`src/rtl/ps_link_pkg.sv`:
```
// Shared definitions for the power-supply setpoint link: arbiter state encoding,
// counter width and the stream beat used by the AWG and the link serializer.
package ps_link_pkg;

    localparam int PS_COUNT_WIDTH = 16;
    localparam int PS_DATA_WIDTH  = 32;

    typedef enum logic [1:0] {
        ST_FOFB       = 2'd0,
        ST_AWG        = 2'd1,
        ST_DRAIN_FOFB = 2'd2,
        ST_DRAIN_AWG  = 2'd3
    } ps_state_e;

    typedef struct packed {
        logic [PS_DATA_WIDTH-1:0] data;
        logic                     valid;
        logic                     last;
    } ps_beat_t;

    // Saturating add of a small increment onto a status counter.
    function automatic logic [PS_COUNT_WIDTH-1:0] sat_add(
        input logic [PS_COUNT_WIDTH-1:0] value,
        input logic [1:0]                inc
    );
        logic [PS_COUNT_WIDTH:0] sum;
        sum = {1'b0, value} + {{(PS_COUNT_WIDTH - 1){1'b0}}, inc};
        return sum[PS_COUNT_WIDTH] ? '1 : sum[PS_COUNT_WIDTH-1:0];
    endfunction

endpackage

```
`src/rtl/ps_packet_tracker.sv`:
```
// Per-source packet tracker: in-packet and clean flags, forward/drop strobes and
// the in-packet watchdog, which only runs while this source owns the link.
module ps_packet_tracker #(
    parameter int WATCHDOG_CYCLES = 1000
) (
    input  logic sysClk,
    input  logic sysReset,
    input  logic valid,
    input  logic last,
    input  logic owner,
    output logic in_packet,
    output logic forward,
    output logic drop,
    output logic expire
);

    localparam int                  WD_WIDTH = $clog2(WATCHDOG_CYCLES);
    localparam logic [WD_WIDTH-1:0] WD_LOAD  = WD_WIDTH'(WATCHDOG_CYCLES - 1);

    logic                in_packet_q, in_packet_d;
    logic                clean_q, clean_d;
    logic [WD_WIDTH-1:0] wd_cnt_q, wd_cnt_d;

    always_comb begin
        // NOTE: every always_comb output is given a default first, so no path can infer a latch.
        in_packet_d = in_packet_q;
        clean_d     = clean_q;
        forward     = valid & owner & (~in_packet_q | clean_q);
        drop        = valid & last & ~forward;
        expire      = owner & in_packet_q & ~valid & (wd_cnt_q == '0);

        if (valid) begin
            if (last) begin
                in_packet_d = 1'b0;
                clean_d     = 1'b0;
            end else if (!in_packet_q) begin
                in_packet_d = 1'b1;
                clean_d     = owner;
            end
        end else if (expire) begin
            in_packet_d = 1'b0;
            clean_d     = 1'b0;
        end

        // Held at full reload until the owner is silent inside a packet.
        if (valid || !owner || !in_packet_q) begin
            wd_cnt_d = WD_LOAD;
        end else begin
            wd_cnt_d = wd_cnt_q - WD_WIDTH'(1);
        end
    end

    always_ff @(posedge sysClk) begin
        // NOTE: sequential state uses non-blocking assignments so all flops sample pre-edge values.
        if (sysReset) begin
            in_packet_q <= 1'b0;
            clean_q     <= 1'b0;
            wd_cnt_q    <= WD_LOAD;
        end else begin
            in_packet_q <= in_packet_d;
            clean_q     <= clean_d;
            wd_cnt_q    <= wd_cnt_d;
        end
    end

    assign in_packet = in_packet_q;

endmodule

```
`src/rtl/ps_setpoint_arbiter.sv`:
```
// Arbitrates the PS setpoint link between the FOFB and AWG sources, handing
// ownership over only on packet boundaries and driving the AWG enable handshake.
module ps_setpoint_arbiter
    import ps_link_pkg::*;
#(
    parameter int DATA_WIDTH      = 32,
    parameter int WATCHDOG_CYCLES = 1000
) (
    input  logic                      sysClk,
    input  logic                      sysReset,
    input  logic [DATA_WIDTH-1:0]     fofbTDATA,
    input  logic                      fofbTVALID,
    input  logic                      fofbTLAST,
    input  logic [DATA_WIDTH-1:0]     awgTDATA,
    input  logic                      awgTVALID,
    input  logic                      awgTLAST,
    input  logic                      AWGrequest,
    output logic                      AWGenabled,
    output logic [DATA_WIDTH-1:0]     psTDATA,
    output logic                      psTVALID,
    output logic                      psTLAST,
    output logic                      psAbort,
    output logic [PS_COUNT_WIDTH-1:0] droppedCount,
    output logic [PS_COUNT_WIDTH-1:0] abortCount
);

    ps_state_e state_q, state_d;

    logic fofb_owner, awg_owner;
    logic fofb_in_packet, fofb_forward, fofb_drop, fofb_expire;
    logic awg_in_packet, awg_forward, awg_drop, awg_expire;
    logic fofb_idle, awg_idle;

    logic [DATA_WIDTH-1:0]     ps_data_q, ps_data_d;
    logic                      ps_valid_q, ps_valid_d;
    logic                      ps_last_q, ps_last_d;
    logic                      ps_abort_q, ps_abort_d;
    logic                      awg_enabled_q, awg_enabled_d;
    logic [PS_COUNT_WIDTH-1:0] dropped_count_q, dropped_count_d;
    logic [PS_COUNT_WIDTH-1:0] abort_count_q, abort_count_d;

    // Beats are always judged against the owner before any state change this cycle.
    assign fofb_owner = (state_q == ST_FOFB) || (state_q == ST_DRAIN_FOFB);
    assign awg_owner  = ~fofb_owner;
    assign fofb_idle  = ~fofb_in_packet & ~fofbTVALID;
    assign awg_idle   = ~awg_in_packet & ~awgTVALID;

    ps_packet_tracker #(.WATCHDOG_CYCLES(WATCHDOG_CYCLES)) u_fofb_tracker (
        .sysClk    (sysClk),
        .sysReset  (sysReset),
        .valid     (fofbTVALID),
        .last      (fofbTLAST),
        .owner     (fofb_owner),
        .in_packet (fofb_in_packet),
        .forward   (fofb_forward),
        .drop      (fofb_drop),
        .expire    (fofb_expire)
    );

    ps_packet_tracker #(.WATCHDOG_CYCLES(WATCHDOG_CYCLES)) u_awg_tracker (
        .sysClk    (sysClk),
        .sysReset  (sysReset),
        .valid     (awgTVALID),
        .last      (awgTLAST),
        .owner     (awg_owner),
        .in_packet (awg_in_packet),
        .forward   (awg_forward),
        .drop      (awg_drop),
        .expire    (awg_expire)
    );

    always_comb begin
        state_d = state_q;
        unique case (state_q)
            ST_FOFB: begin
                if (AWGrequest) state_d = fofb_idle ? ST_AWG : ST_DRAIN_FOFB;
            end
            ST_DRAIN_FOFB: begin
                if (!AWGrequest)    state_d = ST_FOFB;
                else if (fofb_idle) state_d = ST_AWG;
            end
            ST_AWG: begin
                if (!AWGrequest) state_d = awg_idle ? ST_FOFB : ST_DRAIN_AWG;
            end
            ST_DRAIN_AWG: begin
                if (AWGrequest)    state_d = ST_AWG;
                else if (awg_idle) state_d = ST_FOFB;
            end
            default: state_d = ST_FOFB;
        endcase
    end

    always_comb begin
        ps_valid_d      = fofb_forward | awg_forward;
        ps_last_d       = (fofb_forward & fofbTLAST) | (awg_forward & awgTLAST);
        ps_data_d       = fofb_forward ? fofbTDATA : (awg_forward ? awgTDATA : '0);
        ps_abort_d      = fofb_expire | awg_expire;
        awg_enabled_d   = (state_d == ST_AWG) || (state_d == ST_DRAIN_AWG);
        dropped_count_d = sat_add(dropped_count_q, {1'b0, fofb_drop} + {1'b0, awg_drop});
        abort_count_d   = sat_add(abort_count_q, {1'b0, ps_abort_d});
    end

    always_ff @(posedge sysClk) begin
        if (sysReset) begin
            state_q         <= ST_FOFB;
            ps_data_q       <= '0;
            ps_valid_q      <= 1'b0;
            ps_last_q       <= 1'b0;
            ps_abort_q      <= 1'b0;
            awg_enabled_q   <= 1'b0;
            dropped_count_q <= '0;
            abort_count_q   <= '0;
        end else begin
            state_q         <= state_d;
            ps_data_q       <= ps_data_d;
            ps_valid_q      <= ps_valid_d;
            ps_last_q       <= ps_last_d;
            ps_abort_q      <= ps_abort_d;
            awg_enabled_q   <= awg_enabled_d;
            dropped_count_q <= dropped_count_d;
            abort_count_q   <= abort_count_d;
        end
    end

    assign AWGenabled   = awg_enabled_q;
    assign psTDATA      = ps_data_q;
    assign psTVALID     = ps_valid_q;
    assign psTLAST      = ps_last_q;
    assign psAbort      = ps_abort_q;
    assign droppedCount = dropped_count_q;
    assign abortCount   = abort_count_q;

endmodule

```
`config.mk`:
```
export PLATFORM = sky130hd
export DESIGN_NAME = ps_setpoint_arbiter
export DESIGN_NICKNAME = d
export VERILOG_FILES = /design/src/rtl/ps_link_pkg.sv /design/src/rtl/ps_packet_tracker.sv /design/src/rtl/ps_setpoint_arbiter.sv
export SDC_FILE = /design/constraint.sdc
export NUM_CORES = 1
export LEC_CHECK = 0
export ABC_AREA = 1
export BUFFER_PORTS_ARGS = -buffer_cell sky130_fd_sc_hd__buf_2
export CORE_ASPECT_RATIO = 0.75
export CORE_MARGIN = 2
export CORE_UTILIZATION = 25
export CTS_CLUSTER_DIAMETER = 40
export CTS_CLUSTER_SIZE = 16
export DETAILED_ROUTE_END_ITERATION = 16
export GPL_TIMING_DRIVEN = 0
export PLACE_DENSITY = 0.44
export RECOVER_POWER = 50
export SLEW_MARGIN = 40
export SYNTH_ARGS = -nofsm -noshare
export SYNTH_HDL_FRONTEND = slang
export SYNTH_SLANG_ARGS = --single-unit
```
`constraint.sdc`:
```
create_clock -name sysClk -period 2.7 [get_ports sysClk]
set_input_delay 0.135 -clock sysClk [delete_from_list [all_inputs] [get_ports sysClk]]
set_output_delay 0.135 -clock sysClk [all_outputs]
set_load 0.005 [all_outputs]
```
==> metrics.md <==
| Metric | Value |
|---|---|
| Outcome | complete, no violations |
| Distinct cells, synth | 35 |
| Routed WL per cell | 12.6 um |
| Sw Ratio | 23.5% |
| DRT iter0 DRCs | 207 |
| Fin. max-slew vios | 0 |
| DR vias | approximately 4000 |
| Die height | around 120 um |
| Post-synth top cells | nand2_1, dfxtp_1, inv_1, a21oi_1, nor2_1 |
| Crit path launch type | flop |
| Initial Util | 25.3% |
| Dominant synthesized flop cell | dfxtp_1 |
| CTS Buf Count | 9 |
| Post-synth top area share | 44.2% |
| First-pass GRT wire length | 18.4 mm |
| Ant. Diodes | 0 |
| CTS max path bufs | 2 |
| Setup crit end kind | flop |
| Core Box Area | 0.0167 mm^2 |
| Synth Net Count | approximately 640 |
| Layout cells sized above 1 | 23.9% |
| Port bufs | 137 |
| Clock sinks | between 90 and 100 |
| Yosys warns | 0 |
| Num ports | 139 |
| Post-Syn Area | 0.00422 mm^2 |
| Largest net degree at the start of global routing | 18 |
| EDFF count, synth | 0 |
| Die Width | 154 um |
| Final Skew | 0.00687 ns |
| RSZ-0062 raised after global routing | false |
| Cts hold-fix bufs | 0 |
| Total grt overflow | 0 |
| Initial antenna violation count | 0 |
| Int Power | roughly 0.0023 W |
| Die area | 0.0179 mm^2 |
| Smallest hold slack | 0.0286 ns |
| Clk pwr share | 44.9% |
| Measured slew at the worst slew-check pin | 0.767 ns |
| Synth area leader | dfxtp_1 |
| Pwr Density | around 560 mW/mm^2 |
| CTS root buffer | clkbuf_16 |
| Worst-path fanout max | 10 |
| Drt total wl | 11.7 mm |
| Remaining design rule violation count | 0 |
| Final setup margin | 0.216 ns |
| Synth Instances | about 560 |
| Final hold vios | 0 |
| H-tree levels | 3 |
| Seq cells post-synth | 93 |
| Hold Crit Class | in -> reg |
| Critical Path RT | ~2.9 ns |
| Crit path kind | reg -> reg |
| Gate power share | 8.2% |
| Nets | slightly below 800 |
| Gp weighted congestion | 0.831 |
| Final setup violation count | 0 |
| Placement Rows | 41 |
| Vias in the first global route | 3713 |
| DP HPWL | 8.80 mm |
| Worst IR drop on VDD | 0.000318 V |
| DR pass1 iterations | 4 |
| Achievable frequency | approximately 400 MHz |
| Routed vias/inst | 4.29 |
| Seq/Total Area, Yosys | 44.2% |
| Final period util | 92.0% |
| Clock latency on the worst-skew pair | 0.35 ns |
| Finished Core Util | 32.6% |
| Hold wc startpoint | fofbTDATA[1] |
| Worst Path Arrival | 2.69 ns |
| Max Cap Viol | 0 |
| Leak | 2.34 nW |
| Synth async-reset ratio | 0% |
| Tmin final | approximately 2.5 ns |
| Sw Pwr | approximately 0.00072 W |
| All-Layer GR Usage | around an eighth |
| Area Growth Syn to Fin | 28.9% |
| Pre-CTS setup slack | -0.129 ns |
| CTS tree | yes |
| ANT nets after route | 0 |
| Worst slew margin | between 40% and 50% |
| Synth area leaders | dfxtp_1, nand2_1, a21oi_1 |
| Clock slew at reported path FFs | 0.07 ns |
| Most common cell in the netlist | nand2_1 |
| Reg power frac | 46.9% |
| Syn avg cell area | 7.58 um^2 |
| Fill count | 1793 |
## path summary, 6_finish.rpt
path | cells past startpoint | to | slack, ns
worst max-delay path | 13 | droppedCount[2] | 0.22
worst min-delay path | 3 | psTDATA[1] | 0.03
worst max register to register | 13 | droppedCount[2] | 0.22
worst min register to register | 1 | u_fofb_tracker.wd_cnt_q[0] | 0.39
## area by class of cell
type,instances,area [um^2],share of cell area (%)
tap,215,269,4.95
sequential,93,1860,34.3
timing repair buffer,140,648,11.9
multi-input combinational,384,2000,36.8
clock inverter,6,86.3,1.59
inverter,62,234,4.31
clock buffer,10,229,4.21
buffer,16,105,1.93
## routing by layer
| layer | track usage, % | routed length [um] | vias to the layer above |
|---|---|---|---|
| li1 | - | - | 2075 |
| met1 | 17.3 | 5810 | 1767 |
| met2 | 20.7 | 4990 | 118 |
| met3 | 4.01 | 724 | 9 |
| met4 | 3.93 | 142 | 0 |
| met5 | 0 | 0 | - |
## power by group through the flow
stage          registers, W  clock network [W]  logic [W]
2_1_floorplan       0.00146                  0   0.000122
5_1_grt             0.00143            0.00147   0.000281
4_1_cts             0.00143            0.00143   0.000260
3_5_place_dp        0.00146                  0   0.000257
3_3_place_gp        0.00146                  0   0.000255
6_report            0.00143            0.00137   0.000251
## cells by family (layout without fill, tap and decap cells)
family          count (synthesis)  count (layout)  share of synthesized area (%)
compound gates                 90              90                           13.3
xor+xnor                       13              13                           2.70
buf+inv                        79             234                           8.16
flops                          93              93                           44.2
fa+ha+maj                       8               8                           2.55
simple gates                  273             273                           29.2
## timing repair
item | in CTS | in global routing
gates resized for setup | 0 | 0
buffers inserted | 1 | 2
pin swaps | 1 | 0
endpoints found under the setup margin | 12 | 10
## registers in the layout, indices dropped and copies added, names as in the netlist, named ones only
signal and flops:
u_awg_tracker.clean_q 1, u_fofb_tracker.wd_cnt_q 10, u_fofb_tracker.in_packet 1, state_q 1
psTDATA 32, abortCount 16, u_awg_tracker.wd_cnt_q 10, psTVALID 1
u_fofb_tracker.clean_q 1, u_awg_tracker.in_packet 1, psTLAST 1, droppedCount 16
psAbort 1
## cells in the final DEF, fill, tap and decap left out, types with 3 or more instances in the layout
| cell type | count |
|---|---|
| dfxtp_1 | 93 |
| buf_6 | 5 |
| nand4_1 | 10 |
| nand2_2 | 10 |
| ha_1 | 7 |
| xor2_1 | 7 |
| clkinv_2 | 3 |
| or2_2 | 6 |
| o21ai_0 | 11 |
| nor3_1 | 5 |
| a21oi_1 | 52 |
| nand3_1 | 32 |
| a31oi_2 | 5 |
| nor2_2 | 4 |
| nor2_4 | 4 |
| inv_1 | 59 |
| buf_2 | 98 |
| clkbuf_16 | 9 |
| a21oi_2 | 15 |
| nor2_1 | 43 |
| nand2_1 | 153 |
| xnor2_1 | 6 |
| clkbuf_1 | 51 |
## metrics by stage
step / setup TNS [ns] / std cells / area (um^2) / total power (W)
final: 0 / 926 / 5430 / 0.00305
after global placement: -0.789 / 908 / 5170 / 0.00171
after global routing: 0 / 926 / 5430 / 0.00319
after CTS: 0 / 924 / 5490 / 0.00312
after detailed placement: -1.13 / 908 / 5170 / 0.00172
after floorplan: 0 / 556 / 4220 / 0.00158
## critical path: stages, from the launching register on
cell and delay [ns]:
dfxtp_1 0.31, buf_4 0.16, nor3_4 0.23, buf_6 0.19, nor2_1 0.08, fa_1 0.45, ha_1 0.25, nand2_2 0.10
nor2_4 0.05, nand2_2 0.09, nor2_4 0.06, nand2_4 0.09, buf_6 0.18, a31oi_2 0.09
Note: power is estimated with default switching activity, not from simulation.
